### config.mk
export PLATFORM = sky130hd
export DESIGN_NAME = stage4_decode_queue_flat
export DESIGN_NICKNAME = d
export VERILOG_FILES = /design/src/rtl/stage4_decode_queue_if.sv /design/src/rtl/stage4_decode_queue.sv /design/src/flat_wrapper.sv
export SDC_FILE = /design/constraint.sdc
export NUM_CORES = 1
export LEC_CHECK = 0
export CORE_MARGIN = 8
export CORE_UTILIZATION = 49
export DETAILED_ROUTE_END_ITERATION = 16
export GPL_ROUTABILITY_DRIVEN = 0
export PLACE_DENSITY_LB_ADDON = 0.05
export SYNTH_ARGS = -nofsm -noshare
export SYNTH_HDL_FRONTEND = slang
export SYNTH_SLANG_ARGS = --single-unit
### constraint.sdc
create_clock -name CLK -period 4.4 [get_ports CLK]
set_input_delay 0.66 -clock CLK [delete_from_list [all_inputs] [get_ports CLK]]
set_output_delay 0.66 -clock CLK [all_outputs]
set_load 0.005 [all_outputs]
### src/rtl/stage4_decode_queue_if.sv
// ---------------------------------------------------------------------------
// stage4_decode_queue_if
//
// Bundle of the signals between decode, execute, the hazard unit and the
// decode-to-execute queue.
//
// Handshake semantics:
//   push: decode raises queue_wen with wdata. The bundle is accepted at the
//         rising edge only if is_queue_full was low and flush_queue is low in
//         that cycle. Otherwise it is dropped, and decode is expected to hold
//         off while is_queue_full is high.
//   pop:  valid_out high means rdata holds the oldest bundle. Execute raises
//         deq to consume it. The pop happens at the rising edge when
//         valid_out=1, stall_queue=0 and flush_queue=0. deq while valid_out=0
//         is ignored.
//   flush_queue discards every entry and wins over push and pop in the same
//   cycle.
//
// Modports:
//   master - decode / execute / hazard side (drives the controls, reads status)
//   slave  - the queue itself
// ---------------------------------------------------------------------------
interface stage4_decode_queue_if #(
  parameter int DEPTH      = 4,
  parameter int DATA_WIDTH = 128
);
  localparam int CW = $clog2(DEPTH) + 1;

  logic                  queue_wen;
  logic [DATA_WIDTH-1:0] wdata;
  logic                  deq;
  logic                  stall_queue;
  logic                  flush_queue;
  logic [DATA_WIDTH-1:0] rdata;
  logic                  valid_out;
  logic                  is_queue_full;
  logic [CW-1:0]         count;

  modport master (
    output queue_wen, wdata, deq, stall_queue, flush_queue,
    input  rdata, valid_out, is_queue_full, count
  );

  modport slave (
    input  queue_wen, wdata, deq, stall_queue, flush_queue,
    output rdata, valid_out, is_queue_full, count
  );
endinterface

### src/rtl/stage4_decode_queue.sv
// ---------------------------------------------------------------------------
// stage4_decode_queue
//
// Circular FIFO that sits between decode and execute. It lets decode run
// ahead while execute is stalled or busy on a multi-cycle operation.
//
// Ports:
//   CLK  - pipeline clock; all state changes on the rising edge
//   nRST - asynchronous, active-low reset
//   q    - stage4_decode_queue_if.slave, which carries:
//          inputs:  queue_wen, wdata, deq, stall_queue, flush_queue
//          outputs: rdata, valid_out, is_queue_full, count
//
// Every output is a function of registered state only. There is no
// combinational path from any input to any output, and no bypass from wdata
// to rdata.
// ---------------------------------------------------------------------------
module stage4_decode_queue #(
  parameter int DEPTH      = 4,
  parameter int DATA_WIDTH = 128
) (
  input logic                 CLK,
  input logic                 nRST,
  stage4_decode_queue_if.slave q
);
  localparam int PW = (DEPTH > 1) ? $clog2(DEPTH) : 1;
  localparam int CW = $clog2(DEPTH) + 1;

  logic [DATA_WIDTH-1:0] mem [DEPTH];
  logic [PW-1:0]         rptr;
  logic [PW-1:0]         wptr;
  logic [CW-1:0]         count_r;

  logic valid;
  logic full;
  logic push;
  logic pop;

  assign valid = (count_r != '0);
  assign full  = (count_r == CW'(DEPTH));

  // Push is qualified with the full flag from the start of the cycle. A pop in
  // the same cycle therefore does not make room for it: decode already sees
  // is_queue_full and is expected to retry.
  assign pop  = q.deq & ~q.stall_queue & valid & ~q.flush_queue;
  assign push = q.queue_wen & ~full & ~q.flush_queue;

  // Pointers and occupancy. DEPTH is a power of two, so the pointers wrap
  // naturally.
  always_ff @(posedge CLK or negedge nRST) begin
    if (!nRST) begin
      rptr    <= '0;
      wptr    <= '0;
      count_r <= '0;
    end else if (q.flush_queue) begin
      rptr    <= '0;
      wptr    <= '0;
      count_r <= '0;
    end else begin
      if (push) wptr <= wptr + 1'b1;
      if (pop)  rptr <= rptr + 1'b1;
      case ({push, pop})
        2'b10:   count_r <= count_r + 1'b1;
        2'b01:   count_r <= count_r - 1'b1;
        default: count_r <= count_r;
      endcase
    end
  end

  // The storage array needs no reset. An entry is only visible after a push
  // has written it.
  always_ff @(posedge CLK) begin
    if (push) mem[wptr] <= q.wdata;
  end

  assign q.valid_out     = valid;
  assign q.is_queue_full = full;
  assign q.count         = count_r;
  assign q.rdata         = valid ? mem[rptr] : '0;
endmodule

### src/flat_wrapper.sv
// flat-port wrapper written by rule: the top's interface ports become plain ports
module stage4_decode_queue_flat 
#(
  parameter int DEPTH      = 4,
  parameter int DATA_WIDTH = 128
)
  (CLK, nRST, q_queue_wen, q_wdata, q_deq, q_stall_queue, q_flush_queue, q_rdata, q_valid_out, q_is_queue_full, q_count);
  stage4_decode_queue_if #(.DEPTH(DEPTH), .DATA_WIDTH(DATA_WIDTH)) q_i ();
  input logic CLK;
  input logic nRST;
  input wire logic [$bits(q_i.queue_wen)-1:0] q_queue_wen;
  input wire logic [$bits(q_i.wdata)-1:0] q_wdata;
  input wire logic [$bits(q_i.deq)-1:0] q_deq;
  input wire logic [$bits(q_i.stall_queue)-1:0] q_stall_queue;
  input wire logic [$bits(q_i.flush_queue)-1:0] q_flush_queue;
  output wire logic [$bits(q_i.rdata)-1:0] q_rdata;
  output wire logic [$bits(q_i.valid_out)-1:0] q_valid_out;
  output wire logic [$bits(q_i.is_queue_full)-1:0] q_is_queue_full;
  output wire logic [$bits(q_i.count)-1:0] q_count;
  assign q_i.queue_wen = q_queue_wen;
  assign q_i.wdata = q_wdata;
  assign q_i.deq = q_deq;
  assign q_i.stall_queue = q_stall_queue;
  assign q_i.flush_queue = q_flush_queue;
  assign q_rdata = q_i.rdata;
  assign q_valid_out = q_i.valid_out;
  assign q_is_queue_full = q_i.is_queue_full;
  assign q_count = q_i.count;
  stage4_decode_queue #(.DEPTH(DEPTH), .DATA_WIDTH(DATA_WIDTH)) u_core (.CLK(CLK), .nRST(nRST), .q(q_i));
endmodule
# Word-level counts from Yosys, hierarchy flattened
# Memory sizes are Yosys's and may differ from the RTL's.
# Index checks and enable logic that the tools add are counted.
[word_totals]
register_bits = 7
ram_bits = 512
in_bits = 134
output_inout_bits = 133
wordCells = 32
mem_count = 1
[op_classes]
n_addsub = 4
eq_ne = 3
muxes = 9
bitwise = 8
n_reduce_logical = 4
[memory_table]
columns = ["memory", "depth", "width", "rd", "rd_clocked_by_memory_dff", "wr", "line", "text"]
rows = [
  ["u_core.mem", 4, 128, 1, 0, 1, "stage4_decode_queue.sv:29", "logic [DATA_WIDTH-1:0] mem [DEPTH];"],
]
[ops]
columns = ["operator", "count"]
rows = [
  ["128-bit 2-to-1 mux", 1],
  ["2-bit 2-to-1 mux", 4],
  ["3-bit one-hot mux with 2 select lines", 1],
  ["3-bit nonzero test", 2],
  ["1-bit AND", 5],
  ["2-bit by 1-bit adder with 2-bit output, second input constant", 2],
  ["2-bit nonzero test", 2],
  ["3-bit by 1-bit adder with 3-bit output, second input constant", 1],
  ["3-bit == test, second input constant", 1],
  ["3-bit 2-to-1 mux", 1],
  ["1-bit NOT", 3],
  ["3-bit by 1-bit subtractor with 3-bit output, second input constant", 1],
  ["2-bit by 1-bit == test with 1-bit output, second input constant", 1],
  ["2-bit == test, second input constant", 1],
  ["1-bit 2-to-1 mux", 2],
]

# Longest topological paths before layout
[logic_depth]
ltp_word = 7
ltp_mapped = 8
mapped_depth_nobuf = 6

# Least setup slack after synthesis
# OpenSTA, ideal clock, no wires.
[synth_path]
path_kind = "input port to flip-flop"
from = "input q_flush_queue"
to = "memory u_core.mem[2][0], enable pin"
setup_ns = 0.502
arrival_time_ns = 4.093
required_ns = 3.898
slack_ns = -0.196
stages = 3
path_buffers = 1
cell_sequence = "clkbuf_1 > nor3_1 > and2_1"
[synth_between]
elab_chain_len = 4
[synth_rtl]
columns = ["item", "line", "text"]
rows = [
  ["start, declared", "flat_wrapper.sv:15", "input wire logic [$bits(q_i.flush_queue)-1:0] q_flush_queue;"],
  ["1-bit NOT", "stage4_decode_queue.sv:46", "assign push = q.queue_wen & ~full & ~q.flush_queue;"],
  ["1-bit AND", "stage4_decode_queue.sv:46", ""],
  ["1-bit 2-to-1 mux", "stage4_decode_queue.sv:73", "if (push) mem[wptr] <= q.wdata;"],
  ["1-bit 2-to-1 mux (implied by the code)", "stage4_decode_queue.sv:73", ""],
  ["end, declared", "stage4_decode_queue.sv:29", ""],
]
# Every way passes these cells.

# Final worst setup path
[layout_path]
from = "register u_core.rptr[0]"
to = "output q_rdata[53]"
[layout_between]
elab_chain_len = 2
[layout_rtl]
columns = ["item", "line", "text"]
rows = [
  ["start, declared", "stage4_decode_queue.sv:30", "logic [PW-1:0] rptr;"],
  ["start signal, assigned", "stage4_decode_queue.sv:61", "if (pop) rptr <= rptr + 1'b1;"],
  ["memory 4 x 128 bit", "n/a", ""],
  ["128-bit 2-to-1 mux", "stage4_decode_queue.sv:79", "assign q.rdata = valid ? mem[rptr] : '0;"],
  ["end, declared", "flat_wrapper.sv:16", "output wire logic [$bits(q_i.rdata)-1:0] q_rdata;"],
]
# Every way passes these cells.

==> impl_metrics.py <==
metrics = {
    "pwr": {
        "leakagePower_uw": 0.00768,
        "vdd_drop_max_mv": 0.367,
        "powerDensity_nw_per_um2": 439,
        "p_total_uw": 10900,
    },
    "layout": {
        "drive_gt1_share_pct": 18.1,
        "syn_to_final_growth_pct": 25.1,
        "final_util_pct": 61.5,
        "nNetsFinal": 1307,
        "fillCellCount": 2892,
        "finalInstanceArea_sq_um": 24900,
        "stdcell_count": 1744,
    },
    "synth": {
        "yosysUniqueCellTypes": 37,
        "syn_avg_cell_area_sq_um": 22.8,
        "synth_top_area_share_pct": 77.2,
        "netlist_area_sq_um": 19900,
        "synth_area_leader_cell": "edfxtp_1",
        "synth_seq_cells": 519,
        "synthCells": 874,
        "yosysWarningCount": 0,
        "synth.net_count": 1013,
        "synth_flop_cell": "edfxtp_1",
        "synth_edf_count": 512,
        "synthTopCellsByArea": "edfxtp_1, mux4_2, nor2b_1, dfrtp_1, buf_6",
        "async_reset_ff_share_pct": 1.35,
        "yosysSeqAreaShare_pct": 78.1,
    },
    "die": {
        "io_pins": 267,
        "die_x_um": 218,
        "die_height_um": 218,
        "num_rows": 74,
        "initial_core_util_pct": 49.2,
        "core-area_sq_um": 40500,
        "die_area_sq_um": 47300,
    },
    "setup_path": {
        "crit_required_ns": 3.74,
        "critPathLaunchType": "register",
        "critPathMaxFanout": 55,
        "path_class": "reg -> out",
        "crit_path_cell_trace": "buf_12 > mux4_2 > nor2b_1 > clkdlybuf4s50_1",
        "slowest_stage": "dfrtp_4",
        "crit_path_end_kind": "output pin",
        "worstRegToRegCells": 6,
        "r2r_slack_ns": 1.80,
        "arrival_ns": 2.98,
        "critPathMaxStageDelay_ns": 0.67,
        "rr_endpoint": "u_core.q.count[2]$_DFFE_PN0P_",
        "r2r_start": "u_core.q.count[0]$_DFFE_PN0P_",
    },
    "sta": {
        "tightest_slew_ns": 0.853,
        "fin_skew_ns": 0.0148,
        "rsz0062_at_grt": "false",
        "setup_viol_count_final": 0,
        "period_minus_slack_ns": 3.64,
        "hold_viol_final": 0,
        "final_max_slew_viol_count": 0,
        "fin_setup_tns_ns": 0,
        "max_freq_ghz": 0.275,
        "slew_headroom_pct": 43.1,
        "post-route-period-util_pct": 82.6,
    },
    "placement": {
        "port_buffers": 266,
        "dp_cells": 1646,
        "place_area_sq_um": 23300,
        "dp_hpwl_um": 24600,
    },
    "cts": {
        "clk_path_buf_depth": 3,
        "clk_pin_slew_ns": 0.06,
        "clockRootBuffer": "clkbuf_16",
        "cts_tree": "built",
        "numClockSinks": 519,
        "cts-htree-levels": 2,
        "cts_resized": 0,
        "cts_made_buffers": 52,
        "hold_buffers": 0,
        "insertion_delay_ns": 0.57,
        "post_cts_buffers": 0,
    },
    "route": {
        "remaining_drc_errors": 0,
        "drtIter0Drc": 483,
        "avgRoutedWirePerCell_um": 23.8,
        "num_vias": 9406,
        "vias_per_cell": 5.39,
        "ant_nets": 0,
        "dr.pass1.iters": 4,
        "totalWireLength_um": 41500,
    },
    "global_route": {
        "first_global_vias": 10000,
        "grt_max_degree": 123,
        "antenna_found_initial": 11,
        "grt_pass1_wl_um": 62600,
        "grt-ovfl-total": 0,
        "global_route.usage.total_pct": 17.5,
    },
    "flow_run": {
        "drv_cap": 0,
    },
    "worst_hold_path": {
        "hold_class": "in -> async",
    },
    "run_status": {
        "status": "finished, final reports clean",
    },
}
-- power breakdown --
| group | switching, uW | internal (uW) |
|---|---|---|
| Combinational | 516 | 641 |
| Sequential | 42.8 | 5570 |
| Clock | 1720 | 2430 |
| Total | 2280 | 8640 |
-- worst max-delay path, delay by kind of cell, from the launching register on --
| kind | cells | cell delay, ns |
|---|---|---|
| buffers and inverters | 2 | 0.92 |
| flip-flops | 1 | 0.67 |
| multiplexers | 1 | 0.57 |
| AND/OR/NAND/NOR | 1 | 0.17 |
-- worst max-delay path by stage --
stage                                     from                           to  depth (start not counted)
floorplan                        q_flush_queue   u_core.mem[0][0]$_DFFE_PP_                          3
global placement    u_core.rptr[0]$_DFFE_PN0P_                  q_rdata[53]                          4
global route        u_core.rptr[0]$_DFFE_PN0P_                  q_rdata[44]                          4
detailed placement                 q_queue_wen  u_core.mem[1][94]$_DFFE_PP_                          5
finish              u_core.rptr[0]$_DFFE_PN0P_                  q_rdata[53]                          4
CTS                 u_core.rptr[0]$_DFFE_PN0P_                  q_rdata[53]                          4
-- layout by cell type, fill, tap and decap left out, drive strengths merged, types with 5 or more instances in the layout --
cell           netlist  final
a21oi                5      5
buf                 29     19
clkbuf              16     68
clkdlybuf4s50        0    266
clkinv               0     20
dfrtp                7      7
diode                0      5
edfxtp             512    512
inv                  6      6
mux4               128    128
nor2b              131    131
-- metrics by stage --
step | worst slack [ns] | hold WS (ns)
floorplan | 1.22 | 0.364
global placement | 1.29 | 0.599
detailed placement | 1.26 | 0.605
CTS | 0.646 | 0.348
global route | 0.537 | 0.393
finish | 0.764 | 0.370
-- cell families after synthesis --
kind of cell    synth area share [%]
flops                           78.1
compound gates                 0.497
buf+inv                         1.51
mux                             14.6
fa+ha+maj                      0.352
simple gates                    4.88
-- area by class of cell --
cell class	instances	area [sq um]	share of cell area, %
clock buffers	68	1380	5.55
well taps	532	666	2.67
repair buffers	285	2980	12.0
multi-input cells	304	4060	16.3
clock inverters	25	208	0.834
diodes	5	12.5	0.0503
inverters	6	22.5	0.0905
flip-flops and latches	519	15600	62.5
-- state kept, by name, indices dropped and copies added (netlist names) --
| name | cells |
|---|---|
| u_core.mem | 512 |
| u_core.q.count | 3 |
| u_core.rptr | 2 |
| u_core.wptr | 2 |
-- cell usage after synthesis (3+ instances only) --
cell	count
buf_2	12
clkbuf_1	16
buf_4	3
o21ai_0	3
edfxtp_1	512
a21oi_1	5
inv_1	6
ha_1	4
mux4_2	128
buf_6	11
buf_1	3
nor2b_1	131
nand2b_1	3
dfrtp_1	7
and2_1	4
-- metal layers --
metal | GRT usage [%] | up-vias | share of wire (%)
met5 | 0 | - | 0.20
met4 | 5.18 | 12 | 1.9
met3 | 5.46 | 65 | 7.1
met2 | 28.4 | 238 | 50
met1 | 22.6 | 4911 | 41
li1 | - | 4180 | -
(Power assumes the default switching activity.)
